--- config.mk ---
export PLATFORM = sky130hd
export DESIGN_NAME = imm_gen_stage
export DESIGN_NICKNAME = d
export VERILOG_FILES = /design/src/rtl/imm_gen_pkg.sv /design/src/rtl/imm_gen_stage_decode.sv /design/src/rtl/imm_gen_stage.sv
export SDC_FILE = /design/constraint.sdc
export NUM_CORES = 1
export LEC_CHECK = 0
export BUFFER_PORTS_ARGS = -buffer_cell sky130_fd_sc_hd__buf_4
export CORE_MARGIN = 2
export CORE_UTILIZATION = 57
export CTS_BUF_LIST = sky130_fd_sc_hd__clkbuf_4
export CTS_CLUSTER_DIAMETER = 150
export DETAILED_ROUTE_END_ITERATION = 8
export HOLD_SLACK_MARGIN = 0.05
export PLACE_DENSITY = 0.95
export SYNTH_ARGS = -nofsm -noshare
export SYNTH_HDL_FRONTEND = slang
export SYNTH_SLANG_ARGS = --single-unit
export TNS_END_PERCENT = 1
--- constraint.sdc ---
create_clock -name clk -period 3.65 [get_ports clk]
set_clock_uncertainty 0.1 [all_clocks]
set_input_delay 0.5475 -clock clk [delete_from_list [all_inputs] [get_ports clk]]
set_output_delay 0.5475 -clock clk [all_outputs]
set_load 0.005 [all_outputs]
--- src/rtl/imm_gen_pkg.sv ---
// imm_gen_pkg: immediate format encodings, imm_type_t and XLEN legality check shared by imm_gen_stage
package imm_gen_pkg;
  typedef logic [2:0] imm_type_t;
  localparam imm_type_t IMM_I = 3'b000;
  localparam imm_type_t IMM_S = 3'b001;
  localparam imm_type_t IMM_B = 3'b010;
  localparam imm_type_t IMM_U = 3'b011;
  localparam imm_type_t IMM_J = 3'b100;
  localparam imm_type_t IMM_Z = 3'b101;
  function automatic bit xlen_legal(input int xlen);
    return xlen == 32 || xlen == 64;
  endfunction
endpackage

--- src/rtl/imm_gen_stage_decode.sv ---
// imm_decode: combinational I/S/B/U/J immediate decode (Z type when IMM_GEN_ZICSR_EN), ports instr/imm_type in, imm/err out
module imm_decode
  import imm_gen_pkg::*;
#(
  parameter int XLEN = 64
) (
  input  logic [31:0]     instr,
  input  imm_type_t       imm_type,
  output logic [XLEN-1:0] imm,
  output logic            err
);
  logic unused_opcode;
  assign unused_opcode = ^instr[6:0];
  always_comb begin
    imm = '0;
    err = 1'b0;
    case (imm_type)
      IMM_I: imm = XLEN'($signed(instr[31:20]));
      IMM_S: imm = XLEN'($signed({instr[31:25], instr[11:7]}));
      IMM_B: imm = XLEN'($signed({instr[31], instr[7], instr[30:25], instr[11:8], 1'b0}));
      IMM_U: imm = XLEN'($signed({instr[31:12], 12'b0}));
      IMM_J: imm = XLEN'($signed({instr[31], instr[19:12], instr[20], instr[30:21], 1'b0}));
`ifdef IMM_GEN_ZICSR_EN
      IMM_Z: imm = XLEN'(instr[19:15]);
`else
      IMM_Z: err = 1'b1;
`endif
      default: err = 1'b1;
    endcase
  end
endmodule

--- src/rtl/imm_gen_stage.sv ---
// imm_gen_stage: registered immediate decode with 2-entry skid buffer (valid/ready in, valid/ready out; Z type via IMM_GEN_ZICSR_EN)
module imm_gen_stage
  import imm_gen_pkg::*;
#(
  parameter int XLEN  = 64,
  parameter int TAG_W = 64
) (
  input  logic             clk,
  input  logic             rst,
  input  logic             flush,
  input  logic             in_valid,
  output logic             in_ready,
  input  logic [31:0]      in_instr,
  input  logic [2:0]       in_imm_type,
  input  logic [TAG_W-1:0] in_tag,
  output logic             out_valid,
  input  logic             out_ready,
  output logic [XLEN-1:0]  out_imm,
  output logic [TAG_W-1:0] out_tag,
  output logic             out_imm_err
);
  if (!xlen_legal(XLEN)) begin : g_bad_xlen
    $error("imm_gen_stage: XLEN must be 32 or 64");
  end
  logic [XLEN-1:0]  dec_imm;
  logic             dec_err;
  logic             acc, drain, load_main, load_skid, skid_to_main;
  logic             main_valid_d, main_valid_q, skid_valid_d, skid_valid_q;
  logic [XLEN-1:0]  main_imm_d, main_imm_q, skid_imm_d, skid_imm_q;
  logic [TAG_W-1:0] main_tag_d, main_tag_q, skid_tag_d, skid_tag_q;
  logic             main_err_d, main_err_q, skid_err_d, skid_err_q;
  imm_decode #(.XLEN(XLEN)) u_dec (
    .instr   (in_instr),
    .imm_type(in_imm_type),
    .imm     (dec_imm),
    .err     (dec_err)
  );
  assign in_ready    = !skid_valid_q;
  assign out_valid   = main_valid_q;
  assign out_imm     = main_imm_q;
  assign out_tag     = main_tag_q;
  assign out_imm_err = main_err_q;
  always_comb begin
    acc          = in_valid && in_ready;
    drain        = main_valid_q && out_ready;
    load_main    = acc && (!main_valid_q || drain);
    load_skid    = acc && !load_main;
    skid_to_main = drain && skid_valid_q;
    main_valid_d = !flush && (load_main || skid_valid_q || (main_valid_q && !drain));
    skid_valid_d = !flush && (skid_valid_q ? !drain : load_skid);
    main_imm_d   = load_main ? dec_imm : skid_to_main ? skid_imm_q : main_imm_q;
    main_tag_d   = load_main ? in_tag  : skid_to_main ? skid_tag_q : main_tag_q;
    main_err_d   = load_main ? dec_err : skid_to_main ? skid_err_q : main_err_q;
    skid_imm_d   = load_skid ? dec_imm : skid_imm_q;
    skid_tag_d   = load_skid ? in_tag  : skid_tag_q;
    skid_err_d   = load_skid ? dec_err : skid_err_q;
  end
  always_ff @(posedge clk) begin
    if (rst) begin
      main_valid_q <= 1'b0;
      main_imm_q   <= '0;
      main_tag_q   <= '0;
      main_err_q   <= 1'b0;
      skid_valid_q <= 1'b0;
      skid_imm_q   <= '0;
      skid_tag_q   <= '0;
      skid_err_q   <= 1'b0;
    end else begin
      main_valid_q <= main_valid_d;
      main_imm_q   <= main_imm_d;
      main_tag_q   <= main_tag_d;
      main_err_q   <= main_err_d;
      skid_valid_q <= skid_valid_d;
      skid_imm_q   <= skid_imm_d;
      skid_tag_q   <= skid_tag_d;
      skid_err_q   <= skid_err_d;
    end
  end
endmodule

==> impl_metrics.tcl <==
set metrics [dict create \
    crit_fanout 66 \
    p_leak_nw 4.62 \
    endpoint "out_tag[21]$_SDFFE_PP0P_" \
    boundaryPins 235 \
    ys_async_sr_fraction_pct 0 \
    reg2reg_depth 5 \
    cts_root_buf "clkbuf_4" \
    globalplace.congestion 0.816 \
    placementRows 45 \
    clk_latency_ps 580 \
    chipWidth_microns 129 \
    port_buffers 227 \
    crit_cells 5 \
    critical_path.top_delay_family "flip-flops" \
    cts_sinks 196 \
    synth_cell_types 45 \
    worstSetupPathType "register to register" \
    status "complete, no violations" \
    vias 7551 \
    r2r_end "out_tag[21]$_SDFFE_PP0P_" \
    start_util_pct 58.4 \
    ys_warn_count 0 \
    drc 0 \
    synth_nets 1081 \
    ir_worst_vdd_mv 0.215 \
    fmax_mhz 382 \
    die-area_sq_um 16600 \
    power.density_nw_per_um2 402 \
    routed_wl_mm 21.3 \
    grt_usage_pct 25.3 \
    syn_area_per_cell_sq_um 9.11 \
    crit_path_start "out_valid$_SDFF_PP0_" \
    wire_per_inst_microns 15.9 \
    synth_edf_count 0 \
    slew_headroom_pct 31.3 \
    first_pass_iters 5 \
    cts_tree "built" \
    clk_pin_slew_ps 160 \
    antenna_left 0 \
    synth-seq-area-share_pct 44.1 \
    startpoint_type "register" \
    min_period_over_period_pct 71.7 \
    max_stage_delay_ps 810 \
    maxSlewViolCount 0 \
    r2r_setup_slack_ps 1030 \
    cts_buffers 17 \
    layout-drive-gt1-share_pct 31.1 \
    design.core.area_sq_um 15300 \
    grt_pass1_vias 6986 \
    hpwl_mm 14.2 \
    cap_violations 0 \
    crit_chain "nand2b_1 > nand3_4 > buf_4 > nor2_1 > a211oi_2" \
    cp_slowest_cell "dfxtp_1" \
    post_drt_via_cell_ratio 5.64 \
    grt_overflow 0 \
    synth_ff_type "dfxtp_1" \
    timing.critical_path.buf_inv 1 \
    area_growth_pct 20.2 \
    htreeDepth 4 \
    crit_required_ps 4050 \
    final.min_clock_period_ps 2620 \
    rsz0062_at_grt "no" \
    tightest_slew_ps 1030 \
    grt_antenna_before_repair 1 \
    end_kind "register" \
    fin_nets 1219 \
    grt_max_degree 107 \
    cp.arrival_ps 3020 \
    final_cell_mix "233 x buf_4, 196 x dfxtp_1, 155 x nand2_1, 126 x nor2_1, 80 x a21oi_1" \
    drtIter0Drc 689 \
    final_common_cell "buf_4" \
    grt_pass1_wl_mm 33.9 \
    totalNegativeSetupSlack_ps 0 \
    worstReg2RegStart "out_valid$_SDFF_PP0_" \
    die_h_microns 129 \
    finalSetupViolations 0 \
    hold_violations 0 \
    postSynthCellCount 977 \
    hp-class "input port to register" \
    finish.utilization_pct 70.1 \
    syn-cell-area_sq_um 8900 \
    ys_ff_latch 196 \
    cts_buffer_depth 2 \
]
## synth_stat cells, types with 3 or more instances
library cell / instances / area, sq um
and2_0: 4 / 25.0
clkbuf_1: 31 / 116
a21oi_1: 80 / 400
mux2i_1: 75 / 751
o21ai_0: 13 / 65.1
mux2_2: 3 / 33.8
nor2_1: 126 / 473
nand3b_1: 12 / 90.1
o21bai_1: 11 / 82.6
nand4bb_1: 5 / 56.3
nand3_1: 9 / 45.0
a311oi_1: 11 / 96.3
nand4b_1: 8 / 70.1
buf_6: 10 / 113
a22oi_1: 4 / 30.0
nand4_1: 10 / 62.6
dfxtp_1: 196 / 3920
nor3_1: 9 / 45.0
buf_1: 6 / 22.5
buf_2: 30 / 150
buf_4: 45 / 338
a211oi_1: 12 / 90.1
nand2_1: 155 / 582
a211oi_2: 70 / 876
or4bb_1: 5 / 56.3
a221oi_1: 11 / 96.3
o221a_1: 4 / 45.0
## cells by family (layout without fill, tap and decap cells)
family                    after synthesis  after routing  share of synthesized area [%]
AOI/OAI and AO/OA                     224            224                           20.8
buffers and inverters                 123            274                           8.35
and+or+nand+nor                       354            354                           17.8
other                                   0              1                              0
muxes                                  79             79                           8.94
DFF                                   196            196                           44.1
xor gates and xnor gates                1              1                         0.0984
## worst min path at each step
stage	start	to	slack [ps]	depth (start not counted)
floorplan	skid_imm_q[62]$_SDFFE_PP0N_	skid_imm_q[62]$_SDFFE_PP0N_	330	2
global placement	skid_tag_q[34]$_SDFFE_PP0N_	skid_tag_q[34]$_SDFFE_PP0N_	340	2
detailed placement	skid_imm_q[0]$_SDFFE_PP0N_	skid_imm_q[0]$_SDFFE_PP0N_	350	2
CTS	in_tag[60]	skid_tag_q[60]$_SDFFE_PP0N_	50	3
global route	in_tag[60]	skid_tag_q[60]$_SDFFE_PP0N_	50	3
finish	in_tag[60]	skid_tag_q[60]$_SDFFE_PP0N_	100	3
## layout make-up
| class | instances | area, sq um |
|---|---|---|
| tap | 211 | 264 |
| multi-input combinational | 658 | 4280 |
| clock buffer | 19 | 143 |
| sequential | 196 | 3920 |
| fill | 1137 | 4560 |
| timing repair buffer | 241 | 1880 |
| inverter | 1 | 3.75 |
| antenna | 1 | 2.50 |
| clock inverter | 13 | 205 |
## sequential cells by signal, indices dropped and copies added (netlist names)
signal / cells
skid_tag_q: 64
out_imm_err: 1
skid_err_q: 1
out_tag: 64
out_valid: 1
out_imm: 32
skid_valid_q: 1
skid_imm_q: 32
## repair_timing
action                                 CTS  global route
setup buffers                            0             0
gates resized for setup                  0             0
hold buffers                             2             0
endpoints found under the hold margin    3             0
setup endpoints to repair                0             0
## per-layer routing
layer,vias up,track usage (%),wire length [microns]
li1,3665,-,-
met1,3548,31.8,8790
met2,287,41.9,10500
met3,51,5.32,1310
met4,0,11.7,643
met5,-,0,0
## power breakdown
group | internal [W] | switching (W)
combinational | 0.000332 | 0.000329
sequential | 0.00224 | 0.0000643
clock | 0.000627 | 0.000711
total | 0.00320 | 0.00110
## worst min-delay path: cells and delay by family
kind                   cells  cell delay [ps]
buffers and inverters      1              110
AND/OR/NAND/NOR            1               50
AO/OA/AOI/OAI              1               50
## stage by stage
stage	instances	worst slack, ps	total power, W	hold WS (ps)	instance area (sq um)
detailed placement	1305	1150	0.00301	346	10300
finish	1340	1030	0.00431	100	10700
global route	1340	861	0.00450	54.0	10700
global placement	1305	1240	0.00299	342	10300
CTS	1339	1060	0.00434	52.5	10700
floorplan	977	1920	0.00272	332	8900
Note: power is estimated with default switching activity, not from simulation.
